==> config.mk <==
export PLATFORM = sky130hd
export DESIGN_NAME = mips_bus_arbiter
export DESIGN_NICKNAME = d
export VERILOG_FILES = /design/src/rtl/mips_bus_arbiter.sv
export SDC_FILE = /design/constraint.sdc
export NUM_CORES = 1
export LEC_CHECK = 0
export CORE_AREA = 4 4 121 123
export CTS_CLUSTER_SIZE = 10
export DETAILED_ROUTE_END_ITERATION = 10
export DIE_AREA = 0 0 125 127
export DONT_BUFFER_PORTS = 1
export GPL_ROUTABILITY_DRIVEN = 0
export GPL_TIMING_DRIVEN = 1
export PLACE_DENSITY_LB_ADDON = 0.25
export REMOVE_ABC_BUFFERS = 1
export SLEW_MARGIN = 30
export SYNTH_ARGS = -nofsm -noshare
export SYNTH_HDL_FRONTEND = slang
export SYNTH_SLANG_ARGS = --single-unit
==> constraint.sdc <==
create_clock -name clk_i -period 3.2 [get_ports clk_i]
set_input_delay 0.48 -clock clk_i [delete_from_list [all_inputs] [get_ports clk_i]]
set_output_delay 0.48 -clock clk_i [all_outputs]
set_load 0.01 [all_outputs]
==> src/rtl/mips_bus_arbiter.sv <==
// Two-master, one-slave arbiter for the mips_cpu_bus memory interface.
// Master 0 is the data port, master 1 is instruction fetch. One transaction is
// owned at a time. Each transaction returns exactly one completion, signalled
// by dropping the owner's waitrequest for a single cycle.
//
// Parameters:
//   READ_LATENCY - cycles from slave read acceptance to valid s_readdata (1..15)
// Optional build macro:
//   ARB_ROUND_ROBIN_EN - on a tie the master that did not complete last wins;
//                        when undefined m0 always beats m1.
// Ports:
//   clk_i, rst_ni                        clock, async active-low reset
//   mN_address_i/read_i/write_i          master N request
//   mN_writedata_i/byteenable_i          master N write payload
//   mN_waitrequest_o/readdata_o          master N stall and read data
//   s_address_o/read_o/write_o           slave request
//   s_writedata_o/byteenable_o           slave write payload
//   s_waitrequest_i/readdata_i           slave stall and read data
//   grant_o                              one-hot owner {m1,m0}, 00 when idle
module mips_bus_arbiter #(
  parameter int unsigned READ_LATENCY = 1
) (
  input  logic        clk_i,
  input  logic        rst_ni,
  input  logic [31:0] m0_address_i,
  input  logic        m0_read_i,
  input  logic        m0_write_i,
  input  logic [31:0] m0_writedata_i,
  input  logic [3:0]  m0_byteenable_i,
  output logic        m0_waitrequest_o,
  output logic [31:0] m0_readdata_o,
  input  logic [31:0] m1_address_i,
  input  logic        m1_read_i,
  input  logic        m1_write_i,
  input  logic [31:0] m1_writedata_i,
  input  logic [3:0]  m1_byteenable_i,
  output logic        m1_waitrequest_o,
  output logic [31:0] m1_readdata_o,
  output logic [31:0] s_address_o,
  output logic        s_read_o,
  output logic        s_write_o,
  output logic [31:0] s_writedata_o,
  output logic [3:0]  s_byteenable_o,
  input  logic        s_waitrequest_i,
  input  logic [31:0] s_readdata_i,
  output logic [1:0]  grant_o
);

  localparam logic [1:0] StIdle   = 2'd0;
  localparam logic [1:0] StCmd    = 2'd1;
  localparam logic [1:0] StRdWait = 2'd2;
  localparam logic [1:0] StResp   = 2'd3;

  localparam logic [3:0] CntLoad = 4'(READ_LATENCY);

  logic [1:0]  state_q, state_d;
  logic [1:0]  grant_q, grant_d;
  logic [3:0]  cnt_q, cnt_d;
  logic [31:0] rdata_q, rdata_d;

  logic        req0, req1;
  logic [1:0]  winner;
  logic        complete;

  logic [31:0] g_address, g_writedata;
  logic [3:0]  g_byteenable;
  logic        g_read, g_write;

  assign req0 = m0_read_i | m0_write_i;
  assign req1 = m1_read_i | m1_write_i;

`ifdef ARB_ROUND_ROBIN_EN
  logic [1:0] last_grant_q, last_grant_d;

  // Tie goes to whichever master did not complete most recently.
  always_comb begin
    if (req0 && req1) begin
      winner = last_grant_q[0] ? 2'b10 : 2'b01;
    end else begin
      winner = req0 ? 2'b01 : 2'b10;
    end
  end

  assign last_grant_d = complete ? grant_q : last_grant_q;

  always_ff @(posedge clk_i or negedge rst_ni) begin
    if (!rst_ni) begin
      last_grant_q <= 2'b10;
    end else begin
      last_grant_q <= last_grant_d;
    end
  end
`else
  assign winner = req0 ? 2'b01 : 2'b10;
`endif

  // Live signals of the owning master; only forwarded to the slave in StCmd.
  always_comb begin
    if (grant_q[1]) begin
      g_address    = m1_address_i;
      g_read       = m1_read_i;
      g_write      = m1_write_i;
      g_writedata  = m1_writedata_i;
      g_byteenable = m1_byteenable_i;
    end else begin
      g_address    = m0_address_i;
      g_read       = m0_read_i;
      g_write      = m0_write_i;
      g_writedata  = m0_writedata_i;
      g_byteenable = m0_byteenable_i;
    end
  end

  always_comb begin
    state_d        = state_q;
    grant_d        = grant_q;
    cnt_d          = cnt_q;
    rdata_d        = rdata_q;
    complete       = 1'b0;
    s_address_o    = '0;
    s_read_o       = 1'b0;
    s_write_o      = 1'b0;
    s_writedata_o  = '0;
    s_byteenable_o = '0;
    unique case (state_q)
      StIdle: begin
        if (req0 || req1) begin
          grant_d = winner;
          state_d = StCmd;
        end
      end
      StCmd: begin
        s_address_o    = g_address;
        s_read_o       = g_read;
        s_write_o      = g_write;
        s_writedata_o  = g_writedata;
        s_byteenable_o = g_byteenable;
        if (!g_read && !g_write) begin
          // Owner withdrew its request: abandon without a completion.
          state_d = StIdle;
          grant_d = 2'b00;
        end else if (!s_waitrequest_i) begin
          if (g_write) begin
            complete = 1'b1;
            state_d  = StIdle;
            grant_d  = 2'b00;
          end else begin
            cnt_d   = CntLoad;
            state_d = StRdWait;
          end
        end
      end
      StRdWait: begin
        cnt_d = cnt_q - 4'd1;
        if (cnt_q == 4'd1) begin
          rdata_d = s_readdata_i;
          state_d = StResp;
        end
      end
      StResp: begin
        complete = 1'b1;
        state_d  = StIdle;
        grant_d  = 2'b00;
      end
      default: begin
        state_d = StIdle;
        grant_d = 2'b00;
      end
    endcase
  end

  assign m0_waitrequest_o = ~(complete & grant_q[0]);
  assign m1_waitrequest_o = ~(complete & grant_q[1]);
  assign m0_readdata_o    = rdata_q;
  assign m1_readdata_o    = rdata_q;
  assign grant_o          = grant_q;

  always_ff @(posedge clk_i or negedge rst_ni) begin
    if (!rst_ni) begin
      state_q <= StIdle;
      grant_q <= 2'b00;
      cnt_q   <= 4'd0;
      rdata_q <= 32'd0;
    end else begin
      state_q <= state_d;
      grant_q <= grant_d;
      cnt_q   <= cnt_d;
      rdata_q <= rdata_d;
    end
  end

endmodule

==> reports/qor.csv, run 1 <==
stage,metric,value,unit
yosys,top_reg_cell synth,dfrtp_1,
yosys,Avg Inst Size Synth,10.1,sq um
die,I/O pins,313,
final_layout,register area,1000,sq um
timing,Period minus WS final,2.43,ns
flow_run,max-cap viol count,0,
routing,Avg WL per Cell,24.3,um
power,PwrDens,1140,nW/um^2
setup_path,startpoint types,register,
yosys,"EDFF count, synth",0,
routing,vias per inst,4.86,
timing,Slew headroom,54.0,%
setup_path,CP max stage cell,nand2b_2,
die,die height,127,um
setup_path,CP Class,register to primary output,
global_route,gr usage total,12.8,%
clock_tree,# clock sinks,40,
final_layout,Final Instance Area,3230,sq um
setup_path,CP peak stage delay,0.52,ns
timing,maximum clock rate,411,MHz
yosys,synth top area cells,"dfrtp_1, mux2i_1, mux2_4, buf_4, nor2_1",
clock_tree,CTS root buf,clkbuf_16,
global_route,pin count of the biggest net entering global routing,53,
power,Worst IR Drop VDD,0.467,mV
routing,total number of vias,2188,
setup_path,cell chain of the critical path,nand2b_2 -> buf_4 -> nor2_1,
yosys,cells after synthesis,310,
power,total power,3.67,mW
setup_path,Worst path top cell family by delay,simple AND/OR/NAND/NOR gates,
timing,setup TNS,0,ns
timing,Setup Viol. Count Final,0,
die,Die X,125,um
yosys,Post-Syn Area,3140,sq um
timing,setup slack after layout,0.768,ns
global_route,Congestion Overflow GR,0,
clock_tree,CTS tree,built,
die,DIE AREA,15900,sq um
timing,Tcrit/Tclk final,76.0,%
timing,RSZ-0062 raised after global routing,false,
timing,"Hold Vio Cnt, Final",0,
placed_design,DP HPWL,9400,um
yosys,synthesis-stage register bit count,40,
final_layout,# nets final,445,
final_layout,multi-input logic area,1750,sq um
setup_path,data arrival time of the critical path,1.95,ns
placed_design,DP Area,3040,sq um
die,placement row count,43,
die,core footprint,13700,sq um
placed_design,post-placement setup slack,1.07,ns
setup_path,CP Buf/Inv Count,1,
yosys,post-synth top area cell,dfrtp_1,
yosys,Synth top area share,31.9,%
routing,Initial DRC Count,65,
placed_design,# port buffers,0,
power,leak pwr,1.34,nW
routing,Routed Antenna Nets,0,
yosys,Synth Warn #,0,
global_route,vias in the first global route,2292,
clock_tree,H-tree depth,2,
yosys,post-synthesis async set-or-reset flop share,100,%
final_layout,layout cells sized above 1,20.1,%
setup_path,Worst R2R Setup Slack,1.14,ns
run_status,run status,"finished, final reports clean",
min_path,Min-Delay Path Class,primary input to async pin,
clock_tree,clk_lat worst skew,0.28,ns
final_layout,Finished Core Util,23.7,%
global_route,first-pass GRT wire length,15300,um
timing,Worst Clk Skew,0.00728,ns
final_layout,area grow syn2layout,3.03,%
yosys,post-synthesis sequential area ratio,31.9,%
clock_tree,CTS Buffer Depth,2,
clock_tree,post-cts hold buffer count,1,
clock_tree,CTS resizes,0,
yosys,top post-synthesis cells by count,"nor2_1, mux2i_1, dfrtp_1",
setup_path,crit-path max FO,30,
routing,# DRC,0,
die,Initial Util,23.0,%
clock_tree,clk slew on worst S/H paths,0.06,ns
setup_path,worst r2r dst,cnt_q[1]$_DFFE_PN0P_,
setup_path,R2R depth,4,
clock_tree,# Post-CTS Setup Buffers,0,
timing,hold slack,0.0405,ns
placed_design,dpl cells,440,
global_route,antenna violations before repair,3,
setup_path,Worst setup EP type,primary output,
setup_path,CP Depth,3,
timing,max-slew violation count,0,
routing,final wirelength,10900,um
timing,worst slew pin tran,0.671,ns
setup_path,WP data required,2.72,ns
final_layout,fill cell count,1483,
yosys,most common cell in the netlist,nor2_1,
yosys,library cells used by synthesis,36,
routing,first drt pass iteration count,4,
final_layout,fin cells,450,
clock_tree,total CTS buffers,5,
## worst register-to-register path, stage by stage (launching register included)
cell and delay [ns]:
dfrtp_1 0.51, nand2b_2 0.52, buf_4 0.35, nor4b_4 0.41, o22ai_1 0.14
## metal layers
layer	vias up	part of all wire, %	GRT usage [%]
li1	944	-	-
met1	1013	35	13.1
met2	203	48	21.8
met3	24	12	6.23
met4	4	4.7	6.82
met5	-	0.25	0
## layout make-up
| type | instances | share of cell area, % |
|---|---|---|
| clock buffers | 5 | 3.87 |
| diodes | 1 | 0.0774 |
| multi-input cells | 212 | 54.2 |
| well taps | 180 | 6.97 |
| flip-flops and latches | 40 | 31.1 |
| inverters | 4 | 0.464 |
| clock inverters | 3 | 1.43 |
| repair buffers | 5 | 1.93 |
## cell families after synthesis
family	count (synthesis)	share of synthesized area [%]
AO/OA/AOI/OAI	18	4.19
multiplexers	103	37.8
XOR/XNOR	1	0.279
buffers and inverters	58	12.5
adder cells (fa/ha/maj)	2	0.797
flip-flops	40	31.9
AND/OR/NAND/NOR	88	12.5
## how the worst max path moves through the flow
stage	to	slack, ns
2_1_floorplan	s_read_o	-0.52
3_3_place_gp	s_write_o	1.08
3_5_place_dp	s_address_o[11]	1.07
4_1_cts	s_address_o[11]	0.75
5_1_grt	s_address_o[11]	0.62
6_report	s_address_o[26]	0.77
## registers in the layout, summed over array words and instances, names as in the netlist, named ones only
signal and count:
grant_o 2, m0_readdata_o 32, cnt_q 4, state_q 1
## cells in the final DEF, fill, tap and decap left out, types with 2 or more instances in the layout
cell type  Yosys  routed
ha_1           2       2
buf_12         0       2
clkbuf_16      0       5
mux2_2         2       2
o21ai_0        3       3
nand3b_1       2       2
nand2_1        4       4
mux2_4        30      30
mux2i_1       70      70
buf_4         39       3
o21a_1         2       2
dfrtp_1       40      39
o211ai_1       2       2
nor2_1        73      73
o22ai_1        3       3
inv_1          4       4
## where the power goes
group          leakage (nW)  total [mW]  switching, mW  internal, mW
registers             0.472        1.33          0.569         0.760
clock network        0.0804       0.564          0.195         0.370
logic                 0.788        1.78           1.01         0.767
(Power assumes the default switching activity.)
==> inputs of run 2 (changes only) <==
- ABC_AREA: default -> 1
- CORE_AREA: 4 4 121 123 -> 4 4 119 121
- DIE_AREA: 0 0 125 127 -> 0 0 123 125
- clock period: 3.2 -> 2.4 ns (I/O delays scaled with it)
==> run 2 against run 1 <==
Sequential share of layout area is 0.60 points lower; non-clock buffer count is 18 higher; register-to-register slack lost 0.54 ns; via count up 18%; die area fell by 3.1%; flip-flop and latch count is the same; sequential power up 26%; power rose by 31%; critical path type unchanged; utilization grew 1.5 points; worst hold slack gained 0.18 ns.
==> reports/qor.csv, run 2 <==
stage,metric,value,unit,change
final_layout,n_diodes,0,,-1
timing,max-slew violation count,0,,unchanged
power,total power,4.82,mW,+31%
routing,# DRC,0,,unchanged
die,I/O pins,313,,unchanged
routing,first drt pass iteration count,4,,unchanged
die,placement row count,42,,-2.3%
die,Die X,123,um,-1.6%
power,PwrDens,1470,nW/um^2,+29%
routing,Avg WL per Cell,18.6,um,-23%
routing,Routed Antenna Nets,0,,unchanged
setup_path,CP Buf/Inv Count,2,,+1
power,Combinational Power Share,47.8,%,-0.6 points
setup_path,startpoint types,register,,
placed_design,DP Area,3070,sq um,+1.1%
yosys,cells after synthesis,407,,+31%
yosys,library cells used by synthesis,23,,-36%
timing,Slew headroom,53.9,%,-0.097 points
global_route,vias in the first global route,2451,,+6.9%
clock_tree,post-cts hold buffer count,2,,+1
setup_path,Worst path top cell family by delay,buffers and inverters,,
clock_tree,CTS resizes,0,,unchanged
global_route,first-pass GRT wire length,13900,um,-9.3%
clock_tree,# Post-CTS Setup Buffers,0,,unchanged
setup_path,data arrival time of the critical path,1.86,ns,-0.09 ns
clock_tree,clk_lat worst skew,0.28,ns,about the same
final_layout,Final Instance Area,3290,sq um,+1.7%
yosys,synth top area cells,"dfrtp_1, nand2_1, mux2_4, a21oi_1, buf_4",,
timing,RSZ-0062 raised after global routing,false,,
yosys,Synth Warn #,0,,unchanged
setup_path,cell chain of the critical path,inv_1 -> nand2_2 -> buf_4 -> a21oi_1,,
die,core footprint,13100,sq um,-4.2%
timing,maximum clock rate,450,MHz,
power,P_int,2.52,mW,+33%
final_layout,max reg flops,32,,unchanged
yosys,post-synthesis async set-or-reset flop share,100,%,unchanged
clock_tree,clk slew on worst S/H paths,0.06,ns,about the same
global_route,antenna violations before repair,0,,-3
yosys,Synth top area share,33.0,%,+1.1 points
die,die height,125,um,-1.6%
yosys,post-synth top area cell,dfrtp_1,,
yosys,most common cell in the netlist,nand2_1,,
timing,"Hold Vio Cnt, Final",0,,unchanged
setup_path,CP peak stage delay,0.41,ns,-0.11 ns
power,switching share of power,47.8,%,-0.57 points
yosys,Post-Synth Simple-Gate Area,24.4,%,+12 points
yosys,Post-Synth XOR/XNOR Area,0,%,-0.28 points
power,Sequential Power Share,34.8,%,-1.4 points
clock_tree,CTS tree,built,,
flow_run,max-cap viol count,0,,unchanged
timing,Setup Viol. Count Final,0,,unchanged
global_route,gr usage total,11.8,%,-1.0 points
min_path,hold_sp,s_readdata_i[19],,
global_route,Congestion Overflow GR,0,,unchanged
clock_tree,# clock sinks,40,,unchanged
routing,final wirelength,10300,um,-5.4%
clock_tree,total CTS buffers,5,,unchanged
run_status,run status,"finished, final reports clean",,
clock_tree,H-tree depth,2,,unchanged
routing,Initial DRC Count,95,,+46%
timing,setup TNS,0,ns,unchanged
timing,Tcrit/Tclk final,92.5,%,
yosys,top_reg_cell synth,dfrtp_1,,
yosys,post-synthesis sequential area ratio,33.0,%,+1.1 points
yosys,Avg Inst Size Synth,7.45,sq um,-26%
final_layout,area grow syn2layout,8.51,%,
clock_tree,CTS root buf,clkbuf_16,,
setup_path,CP Class,register to primary output,,
final_layout,Finished Core Util,25.1,%,+1.5 points
final_layout,layout cells sized above 1,17.6,%,-2.4 points
placed_design,dpl cells,547,,+24%
yosys,post-synthesis adder-cell area fraction,0.826,%,+0.028 points
power,leak pwr,1.59,nW,+19%
global_route,pin count of the biggest net entering global routing,75,,+42%
power,sw power,2.30,mW,+30%
final_layout,fill cell count,1437,,-3.1%
timing,Worst Clk Skew,0.00338,ns,-0.00390 ns
final_layout,"commonest cells after routing, fill and taps aside","nand2_1, a21oi_1, dfrtp_1",,
yosys,post-synthesis mux area share,15.6,%,-22 points
placed_design,# port buffers,0,,unchanged
setup_path,reg2reg start,cnt_q[1]$_DFFE_PN0P_,,
yosys,largest family of logic cells by synthesized area,simple AND/OR/NAND/NOR gates,,
final_layout,"commonest non-fill, non-tap cell in the layout",nand2_1,,
die,DIE AREA,15400,sq um,-3.1%
timing,worst slew pin tran,0.690,ns,+0.0182 ns
yosys,"EDFF count, synth",0,,unchanged
timing,Period minus WS final,2.22,ns,
min_path,Min-Delay Path Class,primary input to register,,
power,clock power share,17.4,%,+2.0 points
routing,vias per inst,4.63,,-4.7%
setup_path,crit-path max FO,38,,+27%
clock_tree,CTS Buffer Depth,2,,unchanged
final_layout,fin cells,556,,+24%
yosys,top post-synthesis cells by count,"nand2_1, a21oi_1, dfrtp_1",,
setup_path,CP max stage cell,nand2_2,,
die,Initial Util,23.2,%,+0.20 points
yosys,synthesis-stage register bit count,40,,unchanged
setup_path,WP data required,2.04,ns,-0.68 ns
setup_path,Worst setup EP type,primary output,,
final_layout,# nets final,557,,+25%
routing,total number of vias,2577,,+18%
placed_design,DP HPWL,8370,um,-11%
yosys,Synth Area in Compound Gates,12.6,%,+8.4 points
yosys,Post-Syn Area,3030,sq um,-3.4%
power,Worst IR Drop VDD,0.770,mV,+65%
run 2: changes by cell type in the layout (fill, tap and decap cells not counted), moves of 2 or more:
cell      change
o21ai_0       +2
inv_1         +8
mux2i_1      -70
a21oi_1      +70
nand3_1       +4
o211ai_1      -2
nand2_1     +164
o21a_1        -2
o22ai_1       -3
nor2_1       -65
buf_4        +16
run 2: per-stage QoR:
stage | setup slack (ns) | hold slack [ns]
2_1_floorplan | -0.687 | 0.0644
3_3_place_gp | 0.518 | 0.0656
3_5_place_dp | 0.446 | 0.0654
4_1_cts | 0.133 | 0.214
5_1_grt | 0.0279 | 0.211
6_report | 0.179 | 0.225
run 2: cell families (layout without fill, tap and decap cells):
| logic type | count (synthesis) | in the layout |
|---|---|---|
| multiplexers | 32 | 32 |
| buffers and inverters | 70 | 43 |
| adder cells (fa/ha/maj) | 2 | 2 |
| AO/OA/AOI/OAI | 76 | 76 |
| AND/OR/NAND/NOR | 187 | 187 |
| flip-flops | 40 | 40 |
run 2: final timing paths:
kind / depth (start not counted) / slack, ns / endpoint
setup / recovery: 4 / 0.18 / s_address_o[7]
hold / removal: 1 / 0.23 / m0_readdata_o[19]$_DFFE_PN0P_
setup reg to reg: 4 / 0.60 / m0_readdata_o[12]$_DFFE_PN0P_
hold reg to reg: 2 / 0.49 / cnt_q[1]$_DFFE_PN0P_
max in group asynchronous: 2 / 1.65 / grant_o[1]$_DFFE_PN0P_
min in group asynchronous: 2 / 0.54 / m0_readdata_o[21]$_DFFE_PN0P_
run 2: power by group through the flow:
stage | Combinational (mW) | Sequential [mW] | Clock (mW)
6_report | 2.30 | 1.68 | 0.837
5_1_grt | 2.54 | 1.75 | 0.891
4_1_cts | 2.36 | 1.69 | 0.871
3_5_place_dp | 2.34 | 1.68 | 0
3_3_place_gp | 2.28 | 1.70 | 0
2_1_floorplan | 1.60 | 1.63 | 0
run 2: layout make-up:
type                       instances  area (sq um)  share of cell area, %
tap                              176           220                   6.70
sequential                        40          1000                   30.5
multi-input combinational        297          1620                   49.2
clock inverter                     2          60.1                   1.83
inverter                          13          48.8                   1.48
timing repair buffer              23           213                   6.47
clock buffer                       5           125                   3.81
run 2: metal layers:
layer	wire length [um]	vias up	share of wire, %	global-route usage, %
li1	-	1219	-	-
met2	5010	185	49	20.8
met5	0	-	0	0
met3	1250	13	12	4.11
met1	3790	1160	37	12.6
met4	278	0	2.7	4.95
run 2: worst register-to-register path, cell delays in order (launching register included):
cell and delay [ns]:
dfrtp_1 0.37, inv_1 0.11, ha_1 0.22, nand3_4 0.47, mux2_4 0.51
==> inputs of run 3 (changes only) <==
- PLACE_DENSITY: default -> 0.34
- PLACE_DENSITY_LB_ADDON: 0.25 -> default
- RECOVER_POWER: default -> 50
==> run 3 against run 2 <==
Worst hold slack lost 0.0019 ns; critical endpoint is now m1_waitrequest_o; clock-buffer cell count is the same; largest cell class unchanged; flip-flop and latch count is the same.
==> reports/qor.csv, run 3 (synthesis gave the netlist of run 2 again) <==
stage,metric,value,unit,change
timing,worst slew pin tran,0.996,ns,+0.307 ns
routing,Routed Antenna Nets,0,,unchanged
die,Die X,123,um,unchanged
timing,max-slew violation count,0,,unchanged
routing,first drt pass iteration count,4,,unchanged
routing,Avg WL per Cell,19.3,um,+4.2%
power,Worst IR Drop VDD,0.650,mV,-16%
routing,final wirelength,10700,um,+3.4%
clock_tree,total CTS buffers,5,,unchanged
timing,Setup Viol. Count Final,0,,unchanged
setup_path,crit-path max FO,55,,+45%
run_status,run status,"finished, final reports clean",,
routing,Initial DRC Count,81,,-15%
setup_path,CP peak stage delay,0.66,ns,+0.25 ns
placed_design,DP Area,3040,sq um,-1.2%
clock_tree,clk_lat worst skew,0.28,ns,about the same
clock_tree,CTS root buf,clkbuf_16,,
power,clock power share,16.1,%,-1.3 points
power,PwrDens,1450,nW/um^2,-0.99%
placed_design,# port buffers,0,,unchanged
power,Sequential Power Share,36.4,%,+1.6 points
clock_tree,CTS tree,built,,
power,leak pwr,1.55,nW,-2.6%
timing,Slew headroom,33.6,%,-20 points
setup_path,data arrival time of the critical path,1.77,ns,-0.09 ns
timing,Worst Clk Skew,0.00605,ns,+0.00267 ns
timing,setup slack after layout,0.275,ns,+0.0956 ns
final_layout,layout cells sized above 1,16.8,%,-0.88 points
setup_path,CP Buf/Inv Count,2,,unchanged
timing,Tcrit/Tclk final,88.6,%,-4.0 points
timing,RSZ-0062 raised after global routing,false,,
setup_path,CP Class,register to primary output,,
power,P_int,2.36,mW,-6.1%
power,switching share of power,49.4,%,+1.6 points
die,I/O pins,313,,unchanged
global_route,first-pass GRT wire length,15200,um,+9.8%
die,core footprint,13100,sq um,unchanged
setup_path,Most common cell on crit path,nand2_1,,
min_path,Min-Delay Path Class,primary input to register,,
setup_path,Worst setup EP type,primary output,,
flow_run,max-cap viol count,0,,unchanged
clock_tree,H-tree depth,2,,unchanged
final_layout,n_diodes,0,,unchanged
clock_tree,# Post-CTS Setup Buffers,0,,unchanged
final_layout,"commonest cells after routing, fill and taps aside","nand2_1, a21oi_1, dfrtp_1",,
setup_path,startpoint types,register,,
clock_tree,# clock sinks,40,,unchanged
final_layout,Final Instance Area,3220,sq um,-2.1%
global_route,vias in the first global route,2609,,+6.4%
timing,Period minus WS final,2.13,ns,-0.0956 ns
clock_tree,post-cts hold buffer count,2,,unchanged
routing,total number of vias,2599,,+0.85%
routing,# DRC,0,,unchanged
global_route,gr usage total,12.6,%,+0.79 points
global_route,Congestion Overflow GR,0,,unchanged
setup_path,CP max stage cell,dfrtp_2,,
die,die height,125,um,unchanged
die,placement row count,42,,unchanged
final_layout,max reg flops,32,,unchanged
setup_path,WP data required,2.04,ns,about the same
clock_tree,CTS resizes,0,,unchanged
placed_design,post-placement setup slack,0.545,ns,+0.0991 ns
routing,vias per inst,4.71,,+1.6%
setup_path,Worst path top cell family by delay,flip-flops,,
clock_tree,CTS Buffer Depth,2,,unchanged
final_layout,# nets final,552,,-0.90%
final_layout,"commonest non-fill, non-tap cell in the layout",nand2_1,,
final_layout,area grow syn2layout,6.19,%,
power,Combinational Power Share,47.6,%,-0.2 points
placed_design,DP HPWL,8520,um,+1.9%
timing,maximum clock rate,471,MHz,+4.5%
die,DIE AREA,15400,sq um,unchanged
global_route,pin count of the biggest net entering global routing,56,,-25%
global_route,antenna violations before repair,0,,unchanged
setup_path,cell chain of the critical path,inv_2 -> buf_12 -> nand2_1 -> nand3_1 -> a21oi_1 -> nand2_1,,
power,sw power,2.31,mW,+0.17%
die,Initial Util,23.2,%,unchanged
clock_tree,clk slew on worst S/H paths,0.06,ns,about the same
timing,"Hold Vio Cnt, Final",0,,unchanged
-- run 3: metrics by stage --
step                      hold WS [ns]  util [%]  total power, mW  setup TNS (ns)  instances
after floorplan                 0.0644         -             3.24          -35.63        350
after global placement          0.0658      23.2             3.94               0        542
after CTS                        0.215      24.7             4.77               0        552
after global routing             0.210      24.6             5.05               0        552
after detailed placement        0.0655      23.2             3.97               0        542
final                            0.223      24.6             4.67               0        552
-- run 3: final cells by class --
class	instances	area [sq um]
multi-input cells	297	1620
clock buffers	5	125
inverters	13	48.8
well taps	176	220
fillers	1489	9870
clock inverters	3	42.5
flip-flops and latches	40	1000
repair buffers	18	160
-- run 3: worst paths after layout --
kind / from / end / slack, ns / cells past startpoint
hold / removal: s_readdata_i[26] / m0_readdata_o[26]$_DFFE_PN0P_ / 0.22 / 1
max in group asynchronous: rst_ni / grant_o[1]$_DFFE_PN0P_ / 0.92 / 2
setup / recovery: grant_o[1]$_DFFE_PN0P_ / m1_waitrequest_o / 0.27 / 6
hold reg to reg: cnt_q[1]$_DFFE_PN0P_ / cnt_q[1]$_DFFE_PN0P_ / 0.50 / 2
min in group asynchronous: rst_ni / m0_readdata_o[13]$_DFFE_PN0P_ / 0.80 / 2
setup reg to reg: cnt_q[1]$_DFFE_PN0P_ / m0_readdata_o[1]$_DFFE_PN0P_ / 0.58 / 4
-- run 3: power by group through the flow --
stage               clock network, mW  logic [mW]  registers [mW]
floorplan                           0        1.60            1.63
global placement                    0        2.22            1.73
detailed placement                  0        2.27            1.71
CTS                             0.782        2.28            1.71
global route                    0.813        2.46            1.78
finish                          0.750        2.22            1.70
-- run 3: worst register-to-register path: cells and delay by family, from the launching register on --
kind	cells	cell delay (ns)
flops	1	0.37
buf+inv	1	0.11
mux	1	0.52
fa+ha+maj	1	0.22
simple gates	1	0.48
-- run 3: per-layer routing --
metal	vias to the layer above	global-route usage, %	share of wire (%)
met5	-	0	0
met3	15	4.56	14
met4	0	4.50	2.3
li1	1208	-	-
met2	170	21.8	49
met1	1206	14.0	35
